===== src/rtl/register_writeback_unit_pkg.sv =====
// rtl/register_writeback_unit_pkg.sv - shared types for the register writeback unit
`ifndef BIT_COUNT
`define BIT_COUNT 32
`endif

package register_writeback_unit_pkg;

   localparam int RWU_REG_COUNT = 32;
   localparam int RWU_ADR_W     = $clog2(RWU_REG_COUNT);
   localparam int RWU_DATA_W    = `BIT_COUNT;

   // One buffered late result: destination register plus value
   typedef struct packed {
      logic [RWU_ADR_W-1:0]  adr;
      logic [RWU_DATA_W-1:0] data;
   } wb_entry_t;

   // One pending bit per architectural register
   typedef logic [RWU_REG_COUNT-1:0] pending_vec_t;

endpackage


===== src/rtl/register_writeback_unit_fifo.sv =====
// rtl/register_writeback_unit_fifo.sv - late result FIFO with wrap-bit pointers
module late_result_fifo #(
   parameter int  DEPTH   = 4,
   parameter type entry_t = logic [7:0]
) (
   input  logic                   clk,
   input  logic                   reset,
   input  logic                   push,
   input  entry_t                 push_data,
   input  logic                   pop,
   output entry_t                 pop_data,
   output logic                   full,
   output logic                   empty,
   output logic [$clog2(DEPTH):0] count
);

   localparam int PW = $clog2(DEPTH);
   localparam logic [PW:0] PTR_ONE = {{PW{1'b0}}, 1'b1};

   entry_t      mem_q [DEPTH];
   logic [PW:0] wr_ptr_q, wr_ptr_d;
   logic [PW:0] rd_ptr_q, rd_ptr_d;
   logic        wr_en, rd_en;

   // Guard against overflow/underflow; the extra pointer bit tells full from empty
   always_comb begin
      empty    = (wr_ptr_q == rd_ptr_q);
      full     = (wr_ptr_q[PW] != rd_ptr_q[PW]) && (wr_ptr_q[PW-1:0] == rd_ptr_q[PW-1:0]);
      count    = wr_ptr_q - rd_ptr_q;
      wr_en    = push && !full;
      rd_en    = pop && !empty;
      wr_ptr_d = wr_en ? wr_ptr_q + PTR_ONE : wr_ptr_q;
      rd_ptr_d = rd_en ? rd_ptr_q + PTR_ONE : rd_ptr_q;
      pop_data = mem_q[rd_ptr_q[PW-1:0]];
   end

   // Pointer state; reset empties the FIFO
   always_ff @(posedge clk or posedge reset) begin
      if (reset) begin
         wr_ptr_q <= '0;
         rd_ptr_q <= '0;
      end else begin
         wr_ptr_q <= wr_ptr_d;
         rd_ptr_q <= rd_ptr_d;
      end
   end

   // Entry storage needs no reset; pointers define validity
   always_ff @(posedge clk) begin
      if (wr_en) mem_q[wr_ptr_q[PW-1:0]] <= push_data;
   end

endmodule


===== src/rtl/register_writeback_unit.sv =====
// rtl/register_writeback_unit.sv - register file write port arbiter with hazard scoreboard
module register_writeback_unit
   import register_writeback_unit_pkg::*;
#(
   parameter int REGISTER_COUNT = RWU_REG_COUNT,
   parameter int FIFO_DEPTH     = 4,
   parameter int STARVE_LIMIT   = 8
) (
   input  logic                              clk,
   input  logic                              reset,
   input  logic                              wbValid,
   input  logic [$clog2(REGISTER_COUNT)-1:0] wbAdr,
   input  logic [`BIT_COUNT-1:0]             wbData,
   output logic                              wbStall,
   input  logic                              lateValid,
   output logic                              lateReady,
   input  logic [$clog2(REGISTER_COUNT)-1:0] lateAdr,
   input  logic [`BIT_COUNT-1:0]             lateData,
   input  logic                              issueValid,
   input  logic [$clog2(REGISTER_COUNT)-1:0] issueAdr,
   input  logic [$clog2(REGISTER_COUNT)-1:0] rs1Adr,
   input  logic [$clog2(REGISTER_COUNT)-1:0] rs2Adr,
   output logic                              rs1Pending,
   output logic                              rs2Pending,
   output logic                              WriteEn,
   output logic [$clog2(REGISTER_COUNT)-1:0] rd1Adr,
   output logic [`BIT_COUNT-1:0]             Rd1
);

   localparam int ADR_W = $clog2(REGISTER_COUNT);
   localparam int CW    = $clog2(FIFO_DEPTH) + 1;
   localparam int SW    = $clog2(STARVE_LIMIT + 1);
   localparam logic [SW-1:0] STARVE_MAX = SW'(STARVE_LIMIT);

   wb_entry_t         late_entry, fifo_head;
   logic              late_push, fifo_pop, take_wb;
   logic              fifo_full, fifo_empty;
   logic [CW-1:0]     fifo_count;

   logic              we_q, we_d;
   logic [ADR_W-1:0]  adr_q, adr_d;
   logic [`BIT_COUNT-1:0] data_q, data_d;
   logic              from_fifo_q, from_fifo_d;
   pending_vec_t      pending_q, pending_d;
   logic [SW-1:0]     starve_q, starve_d;

   late_result_fifo #(
      .DEPTH   (FIFO_DEPTH),
      .entry_t (wb_entry_t)
   ) u_fifo (
      .clk       (clk),
      .reset     (reset),
      .push      (late_push),
      .push_data (late_entry),
      .pop       (fifo_pop),
      .pop_data  (fifo_head),
      .full      (fifo_full),
      .empty     (fifo_empty),
      .count     (fifo_count)
   );

   // Handshake, stall and hazard outputs, all from registered state
   always_comb begin
      late_entry.adr  = lateAdr;
      late_entry.data = lateData;
      lateReady       = (fifo_count < CW'(FIFO_DEPTH));
      late_push       = lateValid && !fifo_full;
      wbStall         = (starve_q == STARVE_MAX);
      rs1Pending      = (rs1Adr != '0) && pending_q[rs1Adr];
      rs2Pending      = (rs2Adr != '0) && pending_q[rs2Adr];
      WriteEn         = we_q;
      rd1Adr          = adr_q;
      Rd1             = data_q;
   end

   // Source select: a starved FIFO beats the pipeline, otherwise the pipeline wins
   always_comb begin
      take_wb  = 1'b0;
      fifo_pop = 1'b0;
      if (wbStall && !fifo_empty) fifo_pop = 1'b1;
      else if (wbValid)           take_wb  = 1'b1;
      else if (!fifo_empty)       fifo_pop = 1'b1;
   end

   // Next write-port contents; writes to x0 still consume their source but never enable
   always_comb begin
      we_d        = 1'b0;
      adr_d       = '0;
      data_d      = '0;
      from_fifo_d = 1'b0;
      if (take_wb) begin
         we_d   = (wbAdr != '0);
         adr_d  = wbAdr;
         data_d = wbData;
      end else if (fifo_pop) begin
         we_d        = (fifo_head.adr != '0);
         adr_d       = fifo_head.adr;
         data_d      = fifo_head.data;
         from_fifo_d = 1'b1;
      end
   end

   // Scoreboard: clear on the committed late write, then a same-edge issue re-sets it
   always_comb begin
      pending_d = pending_q;
      if (we_q && from_fifo_q && pending_q[adr_q]) pending_d[adr_q] = 1'b0;
      if (issueValid && issueAdr != '0)            pending_d[issueAdr] = 1'b1;
      pending_d[0] = 1'b0;
   end

   // Starvation counter: counts edges where the FIFO waits, saturating at the limit
   always_comb begin
      starve_d = starve_q;
      if (fifo_empty || fifo_pop)    starve_d = '0;
      else if (starve_q != STARVE_MAX) starve_d = starve_q + SW'(1);
   end

   // State registers
   always_ff @(posedge clk or posedge reset) begin
      if (reset) begin
         we_q        <= 1'b0;
         adr_q       <= '0;
         data_q      <= '0;
         from_fifo_q <= 1'b0;
         pending_q   <= '0;
         starve_q    <= '0;
      end else begin
         we_q        <= we_d;
         adr_q       <= adr_d;
         data_q      <= data_d;
         from_fifo_q <= from_fifo_d;
         pending_q   <= pending_d;
         starve_q    <= starve_d;
      end
   end

endmodule


===== config.mk =====
export PLATFORM = sky130hd
export DESIGN_NAME = register_writeback_unit
export DESIGN_NICKNAME = d
export VERILOG_FILES = /design/src/rtl/register_writeback_unit_pkg.sv /design/src/rtl/register_writeback_unit_fifo.sv /design/src/rtl/register_writeback_unit.sv
export SDC_FILE = /design/constraint.sdc
export NUM_CORES = 1
export LEC_CHECK = 0
export CORE_ASPECT_RATIO = 0.9
export CORE_UTILIZATION = 45
export DETAILED_ROUTE_END_ITERATION = 6
export GPL_TIMING_DRIVEN = 0
export PLACE_DENSITY = 0.68
export SLEW_MARGIN = 15
export SYNTH_ARGS = -nofsm -noshare
export SYNTH_HDL_FRONTEND = slang
export SYNTH_SLANG_ARGS = --single-unit

===== constraint.sdc =====
create_clock -name clk -period 4.1 [get_ports clk]
set_input_delay 0.82 -clock clk [delete_from_list [all_inputs] [get_ports clk]]
set_output_delay 0.82 -clock clk [all_outputs]
set_load 0.01 [all_outputs]

# Word-level counts from Yosys, hierarchy flattened

Memories as Yosys holds them, arrays and structs flattened.
Index checks and enable logic that the tools add are counted.

Output and inout port bits: 42
Word-level logic and storage cells: 78
Input port bits: 94
Register bits after elaboration: 80
Memories: 1
Memory bits (writable): 148

Memory list:

| memory       | words | width | rd ports | clocked after memory_dff | wr ports | line                               | text |
|---|---|---|---|---|---|---|---|
| u_fifo.mem_q | 4     | 37    | 1        | 0                        | 1        | register_writeback_unit_fifo.sv:20 | `entry_t mem_q [DEPTH];` |

Eq/ne operators: 5
Bitwise operators: 3
Mux-type cells: 29
Add/sub/neg operators: 4
Reduce and logical (&&, ||, !) cells: 21
$lt $le $gt $ge: 7

Operator list:

| cell                  | number |
|---|---|
| $mux W32              | 4 |
| $and A32 B32 Y32      | 1 |
| $not A32 Y32          | 1 |
| $or A32 B32 Y32       | 1 |
| $reduce_bool A5 Y1    | 5 |
| $lt A5 B6 Y1 const B  | 4 |
| $mux W1               | 16 |
| $bmux W1 S5           | 3 |
| $logic_and A1 B1 Y1   | 12 |
| $demux W1 S5          | 2 |
| $ge A5 B1 Y1 const B  | 2 |
| $mux W5               | 2 |
| $mux W4               | 2 |
| $add A3 B1 Y3 const B | 2 |
| $add A4 B1 Y4 const B | 1 |
| $eq A4 B4 Y1 const B  | 1 |
| $ne A4 B4 Y1 const B  | 1 |
| $eq A3 B3 Y1          | 1 |
| $lt A3 B3 Y1 const B  | 1 |
| $sub A3 B3 Y3         | 1 |
| $eq A2 B2 Y1          | 1 |
| $logic_not A1 Y1      | 2 |
| $reduce_bool A2 Y1    | 1 |
| $logic_or A1 B1 Y1    | 1 |
| $ne A1 B1 Y1          | 1 |

# Longest topological paths before layout

Gate-level depths: netlist (run 1).

Depth in word-level cells: 9
Mapped depth: 9
Depth with buffers taken out: 6

# Modules after synthesis

A second synthesis (run 1) with hierarchy kept.

Cells, all modules: 604
Area total of the unflattened synthesis: 9724.3 µm²

By module, submodules not included:

| module                  | times used | sequential area each (µm²) | cells each | area an instance (µm²) |
|---|---|---|---|---|
| late_result_fifo        | 1          | 4594.4                     | 239        | 5799.3 |
| register_writeback_unit | 1          | 1851.8                     | 365        | 3925.0 |

# Worst setup path before layout (run 1)

Ideal clock, no wire load.

Kind: input to output
Start: in rs1Adr[0]
End: out rs1Pending
Required time: 3.280 ns
Buffers on the path: 1
Slack: 0.974 ns
Data arrival time: 2.306 ns
Stages on the path: 4
Cell sequence: buf_2 mux4_2 mux4_2 mux2_2

Longest elaborated chain between the ends: 3
Elaborated cells on any way between the ends: 4
Those cells by class: mux: 2; reduce/logical: 2

Ends and longest elaborated chain:

| item                          | line                          | text |
|---|---|---|
| start, declared               | register_writeback_unit.sv:21 | `input logic [$clog2(REGISTER_COUNT)-1:0] rs1Adr,` |
| $bmux W1 S5                   | register_writeback_unit.sv:69 | `rs1Pending = (rs1Adr != '0) && pending_q[rs1Adr];` |
| $mux W1 (not written as such) | register_writeback_unit.sv:69 |  |
| $logic_and A1 B1 Y1 *         | register_writeback_unit.sv:69 |  |
| end, declared                 | register_writeback_unit.sv:23 | `output logic rs1Pending,` |

Mark *: on every way between the ends. The rest lies on a longest branch, timed or not. The select of a mux whose other input is x is not followed.

# Worst setup path after layout (run 1)

Start: in rs1Adr[2]
End: out rs1Pending

Same word-level chain as after synthesis.

==> summary.txt, run 1 <==
post-route insts no fill - 1,145
number of buffers and inverters on the critical path - 2
measured slew at the worst slew-check pin - 0.956 ns
largest net degree at the start of global routing - 50
first-pass GRT wire length - 38,000 um
Die X - 159 um
number of hold buffers added after cts - 0
cells after synthesis - 674
port bufs - 131
Max-Cap Viols - 0
die height - 143 um
synthesized cell area - 9960 um2
n_diodes - 0
core area - 21,700 um2
total global routing overflow - 0
worst skew pair latency - 0.53 ns
Fin. Hold Viols - 0
# nets final - 939
CTS Buf Count - 24
register area share after synthesis - 0.647
status - completed
CP endpoint kind - output port
Final Cell Area - 12,500 um2
vias - 6,363
period utilization - 0.977
syn_nets - 777
Routed Antenna Nets - 0
post-layout min period - 4.01 ns
CP startpoint kind - primary input
Post-Syn Area per Cell - 14.8 um2
final wirelength - 24,000 um
slowest CP cell - clkdlybuf4s50_1
register area - 6450 um2
fmax - 250 MHz
#FFs+latches synth - 228
Post-synth EDFFs - 148
VDD IR max - 0.374 mV
RSZ-0062 raised after global routing - no
vias in the first global route - 6,814
CP max stage delay - 0.67 ns
share of post-route cells with drive strength above 1 - 0.164
Wirelength per Cell - 20.9 um
first-pass detailed-route iteration total - 5
Die Area - 22,700 um2
CP arrival - 3.19 ns
Multi-input gate area - 3270 um2
Leak - 4.42 nW
root buffer cell - clkbuf_16
pwr/cell area - 720 nW/um2
Area growth, synth to finish - 25.8%
setup violators final - 0
synth unique cells - 46
clk slew on worst S/H paths - 0.05 ns
post-CTS setup buffer count - 0
deepest level of the CTS H-tree - 1
antenna violations before repair - 1
Finished Core Util - 0.578
total power - 0.00902 W
Clock Path Buffers - 3
fin. max-slew vios - 0
worst clock skew - 0.0239 ns
# DRC - 0
CTS tree - done
Worst Slack Setup Final - 0.0942 ns
GRT Total Usage - 0.219
DP Area - 11,800 um2
Layout fillers - 1,742
ys async rst share - 0.351
post-DP HPWL - 16,700 um
WS Path Type - primary input to output port
CP Max Fanout - 6
DR iter-0 viols - 476
Via-to-Cell Ratio - 5.56
Primary FF master, synth - edfxtp_1
Hold Path Class - flip-flop to flip-flop
Req. time, crit path - 3.28 ns
CTS sink cnt - 228
Placed Instances - 1,101
Largest delay share family, worst path - buffers and inverters
Initial Util - 0.459
Site Rows - 51
GPL Wtd Cong - 0.943
pre-CTS setup slack - 0.0395 ns
warnings from Yosys - 0
Rel. slew slack - 0.363
CP Cell Sequence - clkdlybuf4s50_1 > mux2_2 > nand2_1 > o21ai_0 > mux4_2 > mux2_2 > clkdlybuf4s50_1
# IOs - 136
[registers in the layout (all words and copies together), names as in the netlist]
name	cells
u_fifo.rd_ptr_q	3
u_fifo.mem_q	148
WriteEn	1
rd1Adr	5
Rd1	32
pending_q	31
from_fifo_q	1
u_fifo.wr_ptr_q	3
starve_q	4
[final timing paths]
| kind | startpoint | to | slack [ns] | cells after the start |
|---|---|---|---|---|
| hold / removal | u_fifo.wr_ptr_q[2]$_DFFE_PP0P_ | u_fifo.wr_ptr_q[2]$_DFFE_PP0P_ | 0.49 | 1 |
| max in group asynchronous | reset | pending_q[21]$_DFF_PP0_ | 2.81 | 3 |
| setup / recovery | rs1Adr[2] | rs1Pending | 0.09 | 7 |
| hold reg to reg | u_fifo.wr_ptr_q[2]$_DFFE_PP0P_ | u_fifo.wr_ptr_q[2]$_DFFE_PP0P_ | 0.49 | 1 |
| setup reg to reg | u_fifo.rd_ptr_q[1]$_DFFE_PP0P_ | rd1Adr[3]$_DFF_PP0_ | 1.07 | 8 |
| min in group asynchronous | reset | Rd1[15]$_DFF_PP0_ | 0.67 | 2 |
[through the flow]
step	TNS, ns	hold slack, ns
final	0	0.489
after global routing	0	0.494
after CTS	0	0.491
after detailed placement	0	0.483
after global placement	-39.28	0.466
after floorplan	0	0.454
[where the power goes]
part	leakage, nW	total, W	internal [W]	switching [W]
Combinational	1.73	0.00343	0.00162	0.00182
Clock	0.362	0.00207	0.00119	0.000884
Sequential	2.33	0.00351	0.00318	0.000331
Total	4.42	0.00902	0.00599	0.00303
[layout by cell type (no fill, tap or decap), types with 4 or more instances in the layout]
cell type          n
a211oi_1           8
a21oi_1           23
a31oi_2           12
a31oi_4            4
and2_2             4
buf_2              9
clkbuf_1          34
clkbuf_16         24
clkdlybuf4s50_1  130
dfrtp_1           80
edfxtp_1         148
ha_1               9
inv_1             10
mux2_2             6
mux2i_1            5
mux4_2            58
nand2_1           89
nand2b_1           6
nand3_1           10
nor2_1            51
nor2b_1            5
nor3_1            11
nor4_1            15
o21ai_0           44
xnor2_1            4
xor2_1             4
[cell families (layout without fill, tap and decap cells)]
kind of cell	Yosys count	after routing	share of synthesized area
buf+inv	53	233	0.0249
simple gates	205	205	0.0921
xor+xnor	8	8	0.00703
mux	70	70	0.146
fa+ha+maj	9	9	0.0113
compound gates	101	101	0.0722
flops	228	228	0.647
[cells in the mapped netlist, drive strengths merged, types with 6 or more instances]
cell,n,area (um2)
nor2,51,191
buf,15,105
clkbuf,27,101
a31oi,17,241
dfrtp,80,2000
inv,11,41.3
a211oi,8,60.1
mux4,59,1330
o21ai,44,220
a21oi,23,115
nand3,10,50.1
nor4,15,93.8
nand2,89,334
nand2b,6,37.5
nor3,11,55.1
ha,9,113
mux2,6,67.6
edfxtp,148,4440
[cell type report]
type	instances	share of cell area
repair buffers	136	0.115
clock buffers	34	0.0525
well taps	291	0.0291
flip-flops and latches	228	0.514
clock inverters	10	0.00809
inverters	11	0.00349
multi-input cells	393	0.261
plain buffers	42	0.0167
[repair_timing]
item,4_1_cts,5_1_grt
cloned,0,0
endpoints found under the setup margin,1,2
resized for setup,1,3
[per-layer routing]
| layer | track usage | share of wire | vias up | wire, um |
|---|---|---|---|---|
| met2 | 0.382 | 0.51 | 222 | 12100 |
| li1 | - | - | 2878 | - |
| met3 | 0.0354 | 0.058 | 37 | 1380 |
| met1 | 0.284 | 0.42 | 3224 | 9990 |
| met4 | 0.0634 | 0.020 | 2 | 482 |
| met5 | 0 | 0.00046 | - | 11 |
(Power assumes the default switching activity.)
==> run 2: changes to the inputs <==
--- a/config.mk
+++ b/config.mk
@@ -6,6 +6,7 @@
 export NUM_CORES = 1
 export LEC_CHECK = 0
 export CORE_ASPECT_RATIO = 0.9
+export CORE_MARGIN = 4
 export CORE_UTILIZATION = 45
 export DETAILED_ROUTE_END_ITERATION = 6
 export GPL_TIMING_DRIVEN = 0
@@ -13,4 +14,5 @@
 export SLEW_MARGIN = 15
 export SYNTH_ARGS = -nofsm -noshare
 export SYNTH_HDL_FRONTEND = slang
+export SYNTH_HIERARCHICAL = 1
 export SYNTH_SLANG_ARGS = --single-unit
==> run 2 against run 1 <==
Synthesized area shrank 2.4%. Wire length grew 4.6%. Worst setup slack gained 0.015 ns. Core utilization up 0.92 points. Final area shrank 1.6%. Combinational power down 1%. Via count shrank 4.1%. Critical path type unchanged. Critical endpoint is now rs2Pending. Largest power group unchanged.
==> summary.txt, run 2 <==
antenna violations before repair - 3
setup violators final - 0
first-pass GRT wire length - 38,100 um
core area - 21,000 um2
Die X - 163 um
Placed Instances - 1,027
clk slew on worst S/H paths - 0.06 ns
synthesized cell area - 9720 um2
busiest grt layer - met2
# nets final - 871
DR iter-0 viols - 422
vias in the first global route - 6,558
cells after synthesis - 603
GPL Wtd Cong - 0.884
fin. max-slew vios - 0
worst clock skew - 0.0113 ns
total power - 0.00918 W
post-CTS resize count - 0
warnings from Yosys - 6
RSZ-0062 raised after global routing - no
# DRC - 0
Rel. slew slack - 0.521
deepest level of the CTS H-tree - 1
period utilization - 0.973
first-pass detailed-route iteration total - 7
pwr/cell area - 744 nW/um2
Hold Path Class - flip-flop to flip-flop
# IOs - 136
VDD IR max - 0.417 mV
measured slew at the worst slew-check pin - 0.718 ns
Wirelength per Cell - 23.4 um
setup TNS - 0 ns
GR Util met1 - 0.262
max reg flops - 148
RR Startpoint - u_fifo/rd_ptr_q[1]$_DFFE_PP0P_
die height - 147 um
WS Path Type - primary input to output port
Req. time, crit path - 3.28 ns
met2 Use GR - 0.357
post-CTS setup buffer count - 0
share of post-route cells with drive strength above 1 - 0.172
Finished Core Util - 0.587
post-route insts no fill - 1,071
total global routing overflow - 0
number of hold buffers added after cts - 0
CP Max Fanout - 5
post-DP HPWL - 17,000 um
port bufs - 133
n_diodes - 0
grt met3 use - 0.0605
hold path start - starve_q[0]$_DFFE_PP0P_
CP endpoint kind - output port
Routed Antenna Nets - 0
Fin. Hold Viols - 0
CTS sink cnt - 228
hold_ws - 0.505 ns
Clock Path Buffers - 3
fmax - 251 MHz
status - completed
CP startpoint kind - primary input
final wirelength - 25,100 um
Via-to-Cell Ratio - 5.70
CP startpoint - rs2Adr[1]
Post-Syn Area per Cell - 16.1 um2
Leak - 4.47 nW
post-layout min period - 3.99 ns
CP arrival - 3.17 ns
root buffer cell - clkbuf_16
Area growth, synth to finish - 26.9%
Max-Cap Viols - 0
worst skew pair latency - 0.53 ns
vias - 6,105
Reg2Reg Setup Slack - 0.44 ns
CTS Buf Count - 24
syn_nets - 707
largest net degree at the start of global routing - 41
most frequent cells in the layout - edfxtp_1 (148), clkdlybuf4s50_1 (131), dfrtp_1 (80), nor2_1 (59), mux4_2 (58)
Die Area - 24,000 um2
Initial Util - 0.462
commonest non-fill, non-tap cell in the layout - edfxtp_1
CTS tree - done
Site Rows - 50
GRT Total Usage - 0.207
-- run 2: routing by layer --
metal,wire [um],vias up
met1,10000,3118
met3,1840,41
met2,12600,222
met4,567,6
li1,-,2718
met5,40,-
-- run 2: area by class of cell --
type / count / area, um2
well taps: 286 / 358
flip-flops and latches: 228 / 6450
fillers: 1677 / 8680
plain buffers: 35 / 179
inverters: 14 / 55.1
clock buffers: 30 / 643
multi-input cells: 326 / 3050
clock inverters: 14 / 171
repair buffers: 138 / 1440
-- run 2: final timing paths --
path | to | cells after the start
max | rs2Pending | 5
min | starve_q[0]$_DFFE_PP0P_ | 1
max reg2reg | Rd1[12]$_DFF_PP0_ | 10
min reg2reg | starve_q[0]$_DFFE_PP0P_ | 1
max in group asynchronous | Rd1[5]$_DFF_PP0_ | 3
min in group asynchronous | u_fifo/rd_ptr_q[0]$_DFFE_PP0P_ | 2
-- run 2: report_power, final --
group	internal (W)	total, W	switching (W)
clock	0.00131	0.00221	0.000900
combinational	0.00164	0.00339	0.00175
sequential	0.00322	0.00358	0.000360
-- run 2: worst max-delay path, stage by stage --
cell             delay, ns
clkdlybuf4s50_1       0.70
mux4_2                0.40
mux4_2                0.49
mux2_2                0.27
clkdlybuf4s50_1       0.48
-- run 2: through the flow --
step	setup WS [ns]	instance area [um2]
floorplan	0.974	9720
global placement	-0.163	11400
detailed placement	0.0168	11500
CTS	0.0115	12300
global route	0.0628	12300
finish	0.109	12300
